### config.mk
export PLATFORM = sky130hd
export DESIGN_NAME = fetch_stage_flat
export DESIGN_NICKNAME = d
export VERILOG_FILES = /design/src/rtl/fetch_if.sv /design/src/rtl/fetch_stage.sv /design/src/flat_wrapper.sv
export SDC_FILE = /design/constraint.sdc
export NUM_CORES = 1
export LEC_CHECK = 0
export CAP_MARGIN = 30
export CORE_ASPECT_RATIO = 2
export CORE_MARGIN = 2
export CORE_UTILIZATION = 49
export CTS_CLUSTER_SIZE = 12
export DETAILED_ROUTE_END_ITERATION = 8
export MAX_ROUTING_LAYER = met4
export PLACE_DENSITY = 0.92
export SLEW_MARGIN = 0
export SYNTH_ARGS = -nofsm -noshare
export SYNTH_HDL_FRONTEND = slang
export SYNTH_SLANG_ARGS = --single-unit
### constraint.sdc
create_clock -name clk -period 3.8 [get_ports clk]
set_input_delay 0.57 -clock clk [delete_from_list [all_inputs] [get_ports clk]]
set_output_delay 0.57 -clock clk [all_outputs]
set_load 0.01 [all_outputs]
### src/rtl/fetch_if.sv
// fetch_if: fetch stage handshake bundle (redirect/stall control, imem bus, IF/ID outputs).
interface fetch_if #(
   parameter int CNT_W = 16
);
   logic             stall;
   logic             redirect_valid;
   logic [31:0]      redirect_target;
   logic [31:0]      imem_pc;
   logic [31:0]      imem_data;
   logic [31:0]      if_pc;
   logic [31:0]      if_instr;
   logic             if_valid;
   logic [CNT_W-1:0] fetch_count;
   modport master (
      input  stall, redirect_valid, redirect_target, imem_data,
      output imem_pc, if_pc, if_instr, if_valid, fetch_count
   );
   modport slave (
      output stall, redirect_valid, redirect_target, imem_data,
      input  imem_pc, if_pc, if_instr, if_valid, fetch_count
   );
endinterface

### src/rtl/fetch_stage.sv
// fetch_stage: PC owner and IF/ID register with stall, redirect-flush and saturating fetch counter.
// Define FETCH_WRAP_EN to keep the PC within IMEM_DEPTH (power of 2) words.
module fetch_stage #(
   parameter logic [31:0] RESET_PC   = 32'h0000_0000,
   parameter logic [31:0] NOP_INSTR  = 32'h0000_0000,
   parameter int          IMEM_DEPTH = 256,
   parameter int          CNT_W      = 16
) (
   input logic     clk,
   input logic     rst_n,
   fetch_if.master bus
);
   logic [31:0]      pc_q, pc_d, if_pc_q, if_pc_d, if_instr_q, if_instr_d;
   logic [31:0]      pc_inc, target;
   logic             if_valid_q, if_valid_d;
   logic [CNT_W-1:0] cnt_q, cnt_d;
   logic             hold;

   if (IMEM_DEPTH < 1 || (IMEM_DEPTH & (IMEM_DEPTH - 1)) != 0) begin : g_bad_depth
      $error("IMEM_DEPTH must be a power of 2");
   end

`ifdef FETCH_WRAP_EN
   localparam logic [31:0] LAST = 32'(IMEM_DEPTH - 1);
   assign pc_inc = (pc_q == LAST) ? 32'h0 : pc_q + 32'h1;
   assign target = bus.redirect_target & LAST;
`else
   assign pc_inc = pc_q + 32'h1;
   assign target = bus.redirect_target;
`endif

   // redirect outranks stall; both freeze if_pc and the counter
   assign hold = bus.redirect_valid | bus.stall;

   always_comb begin
      pc_d       = bus.redirect_valid ? target : bus.stall ? pc_q : pc_inc;
      if_instr_d = bus.redirect_valid ? NOP_INSTR : bus.stall ? if_instr_q : bus.imem_data;
      if_valid_d = bus.redirect_valid ? 1'b0 : bus.stall ? if_valid_q : 1'b1;
      if_pc_d    = hold ? if_pc_q : pc_q;
      cnt_d      = (hold || &cnt_q) ? cnt_q : cnt_q + 1'b1;
   end

   always_ff @(posedge clk or negedge rst_n) begin
      if (!rst_n) begin
         pc_q       <= RESET_PC;
         if_pc_q    <= 32'h0;
         if_instr_q <= NOP_INSTR;
         if_valid_q <= 1'b0;
         cnt_q      <= '0;
      end else begin
         pc_q       <= pc_d;
         if_pc_q    <= if_pc_d;
         if_instr_q <= if_instr_d;
         if_valid_q <= if_valid_d;
         cnt_q      <= cnt_d;
      end
   end

   assign bus.imem_pc     = pc_q;
   assign bus.if_pc       = if_pc_q;
   assign bus.if_instr    = if_instr_q;
   assign bus.if_valid    = if_valid_q;
   assign bus.fetch_count = cnt_q;
endmodule
### src/flat_wrapper.sv
// flat-port wrapper written by rule: the top's interface ports become plain ports
module fetch_stage_flat 
#(
   parameter logic [31:0] RESET_PC   = 32'h0000_0000,
   parameter logic [31:0] NOP_INSTR  = 32'h0000_0000,
   parameter int          IMEM_DEPTH = 256,
   parameter int          CNT_W      = 16
)
  (clk, rst_n, bus_stall, bus_redirect_valid, bus_redirect_target, bus_imem_data, bus_imem_pc, bus_if_pc, bus_if_instr, bus_if_valid, bus_fetch_count);
  fetch_if #(.CNT_W(CNT_W)) bus_i ();
  input logic clk;
  input logic rst_n;
  input wire logic [$bits(bus_i.stall)-1:0] bus_stall;
  input wire logic [$bits(bus_i.redirect_valid)-1:0] bus_redirect_valid;
  input wire logic [$bits(bus_i.redirect_target)-1:0] bus_redirect_target;
  input wire logic [$bits(bus_i.imem_data)-1:0] bus_imem_data;
  output wire logic [$bits(bus_i.imem_pc)-1:0] bus_imem_pc;
  output wire logic [$bits(bus_i.if_pc)-1:0] bus_if_pc;
  output wire logic [$bits(bus_i.if_instr)-1:0] bus_if_instr;
  output wire logic [$bits(bus_i.if_valid)-1:0] bus_if_valid;
  output wire logic [$bits(bus_i.fetch_count)-1:0] bus_fetch_count;
  assign bus_i.stall = bus_stall;
  assign bus_i.redirect_valid = bus_redirect_valid;
  assign bus_i.redirect_target = bus_redirect_target;
  assign bus_i.imem_data = bus_imem_data;
  assign bus_imem_pc = bus_i.imem_pc;
  assign bus_if_pc = bus_i.if_pc;
  assign bus_if_instr = bus_i.if_instr;
  assign bus_if_valid = bus_i.if_valid;
  assign bus_fetch_count = bus_i.fetch_count;
  fetch_stage #(.RESET_PC(RESET_PC), .NOP_INSTR(NOP_INSTR), .IMEM_DEPTH(IMEM_DEPTH), .CNT_W(CNT_W)) u_core (.clk(clk), .rst_n(rst_n), .bus(bus_i));
endmodule
==> out/results.ini <==
[run_status]
outcome=complete, no violations

[worst_setup_path]
crit_fanout=6
worst-path-buf-inv=0
critPathLaunchType=flop
crit_family=simple AND/OR/NAND/NOR gates
rr_startpoint=u_core.bus.imem_pc[1]
cp_cell_sequence=ha_1 > nand4b_1 > or4_1 > or4_1 > a31oi_1
required_ns=4.13
cp_common_cell=or4_1
worst_ep_arrival_time_ns=2.66
crit_path_top_delay_cell=or4_1
startpoint=u_core.bus.imem_pc[1]
cpPeakStageDelay_ns=0.57
critPathKind=flop to flop
end_kind=flop

[timing]
skew_ns=0.00743
post-route-period-util_pct=61.3
fmax_ghz=0.429
rsz0062_at_grt=no
hold_violations=0
slew_headroom_pct=39.1
slew_violations=0
timing.final.ws_setup_ns=1.47
finalSetupViolations=0
tns_ns=0
worst_pin_slew_ns=0.905
period_needed_ns=2.33

[power_and_ir_drop]
swShare_pct=26.0
p_sw_w=0.00103
power.share.clock_pct=42.9
static-leakage-power_nw=3.22
p_per_area_nw_per_um2=512
pwr-share-seq_pct=38.1
vdd_drop_max_v=0.000446
p_int_w=0.00294
combPwrFrac_pct=19.1

[clocking]
tritoncts=yes
clock-sinks=113
cts_root_buf=clkbuf_16
worstSkewPairLatency_ns=0.42
path_clk_slew_ns=0.06
cts_buffers=17
cts_setup_buffers=0
htreeDepth=4
clk_path_buf_depth=2

[global_routing]
grt_overflow=0
grtUsageTotal_pct=27.2
grt_pass1_wl_um=23400
antenna_found_initial=0
first_global_vias=4569
grt_max_degree=82

[route]
ant_nets=0
drc=0
avgRoutedWirePerCell_um=18.7
via_per_inst=5.63
wl_um=14900
vias=4473
dr.pass1.iters=6
drtIter0Drc=375

[min_path]
min_from=u_core.bus.if_pc[27]
hold_class=flop to flop

[floorplanning]
design.die.area_sq_um=11400
num_rows=53
dieWidth_um=76.7
io_pins=181
core_sq_um=10400
die_h_um=149
initial_core_util_pct=49.7

[placement]
gp_congestion=0.883
place_ws_ns=1.40
io_buffers=180
dp_hpwl_um=10300

[logic_synthesis]
ys_seq_area_share_pct=54.7
synth_seq_cells=113
synth_area_sq_um=5170
synth.avg_cell_area_sq_um=11.1
netlist-cell-type-count=39
yosysWarnings=0
netlist_instances=464
syn-num-nets=534

[layout]
seq_area_sq_um=2830
final_nets=715
n_fill_cell=683
drive_gt1_share_pct=11.9
final_common_cell=clkdlybuf4s50_1
syn2layout_area_growth_pct=49.9
num_antenna_cells=0
final_util_pct=74.5
final_cell_mix=clkdlybuf4s50_1, dfrtp_1, nor2_1
multiInputGateArea_sq_um=2220

[run]
drv_cap=0

## flip-flops by register name, summed over array words and instances, names as in the netlist
| name | flops |
|---|---|
| u_core.bus.if_instr | 32 |
| u_core.bus.imem_pc | 32 |
| u_core.bus.if_pc | 32 |
| u_core.bus.fetch_count | 16 |
| u_core.bus.if_valid | 1 |
## what timing repair did
item                                    4_1_cts  5_1_grt
gates resized for setup                       0        0
hold endpoints to repair                      0        8
hold buffers                                  0        1
endpoints found under the setup margin        0        0
## per-layer routing
| metal | GRT usage (%) | up-vias | wire, um |
|---|---|---|---|
| met2 | 46.9 | 196 | 8140 |
| met4 | 13.2 | 0 | 519 |
| met3 | 5.27 | 41 | 742 |
| li1 | - | 2040 | - |
| met1 | 30.0 | 2196 | 5470 |
| met5 | - | - | 0 |
## area by class of cell
| class | count | area share (%) |
|---|---|---|
| sequential | 113 | 36.5 |
| multi-input combinational | 318 | 28.6 |
| timing repair buffer | 187 | 24.2 |
| clock buffer | 22 | 6.12 |
| tap | 137 | 2.21 |
| clock inverter | 10 | 2.02 |
| inverter | 8 | 0.387 |
## final timing paths
path | to | slack (ns) | cells past startpoint
worst max register to register | u_core.bus.imem_pc[18] | 1.47 | 5
worst max-delay path | u_core.bus.imem_pc[18] | 1.47 | 5
min in group asynchronous | u_core.bus.if_pc[3] | 0.55 | 2
worst min register to register | u_core.bus.if_pc[27] | 0.50 | 1
worst min-delay path | u_core.bus.if_pc[27] | 0.50 | 1
max in group asynchronous | u_core.bus.if_instr[28] | 2.35 | 4
## cell usage after synthesis, drive strengths merged
| cell type | n | area share (%) |
|---|---|---|
| or3b | 1 | 0.17 |
| nand2b | 1 | 0.12 |
| or2 | 1 | 0.12 |
| xor2 | 8 | 1.4 |
| mux2 | 33 | 7.2 |
| o211ai | 4 | 0.58 |
| o31a | 2 | 0.34 |
| nand3b | 2 | 0.53 |
| nor2b | 2 | 0.24 |
| clkbuf | 16 | 1.2 |
| a31oi | 14 | 1.7 |
| nor4 | 5 | 0.60 |
| nand4 | 16 | 1.9 |
| mux2i | 33 | 6.4 |
| nor2 | 53 | 3.8 |
| or3 | 2 | 0.24 |
| nand3 | 17 | 1.8 |
| o31ai | 13 | 1.9 |
| dfrtp | 113 | 55 |
| buf | 9 | 0.89 |
| and3 | 5 | 0.60 |
| ha | 2 | 0.48 |
| a21oi | 1 | 0.097 |
| nor3 | 7 | 0.68 |
| nand2 | 30 | 2.2 |
| o21ai | 15 | 1.5 |
| and4 | 4 | 0.68 |
| and2 | 2 | 0.24 |
| xnor2 | 20 | 3.4 |
| inv | 8 | 0.58 |
| or4 | 21 | 3.1 |
| nor4bb | 1 | 0.19 |
| nand4b | 2 | 0.34 |
| o2111ai | 1 | 0.17 |
## power groups by stage
stage | sequential (W) | combinational (W) | clock [W]
final | 0.00151 | 0.000757 | 0.00170
after global routing | 0.00153 | 0.000807 | 0.00177
after CTS | 0.00151 | 0.000760 | 0.00171
after detailed placement | 0.00152 | 0.000753 | 0
after global placement | 0.00151 | 0.000725 | 0
after floorplan | 0.00156 | 0.000230 | 0
## cell families after synthesis
family | count (synthesis) | share of synthesized area [%]
simple gates | 172 | 17.7
flops | 113 | 54.7
mux | 66 | 13.6
compound gates | 50 | 6.22
buf+inv | 33 | 2.64
xor+xnor | 28 | 4.74
fa+ha+maj | 2 | 0.484
## per-stage QoR
step	power (W)	area [sq um]	hold slack (ns)	std cells
floorplan	0.00179	5170	0.274	464
global placement	0.00223	7060	0.490	760
detailed placement	0.00228	7080	0.495	761
CTS	0.00398	7710	0.379	793
global route	0.00410	7750	0.512	795
finish	0.00397	7750	0.502	795
No activity file was read; power rests on OpenSTA's default activity.
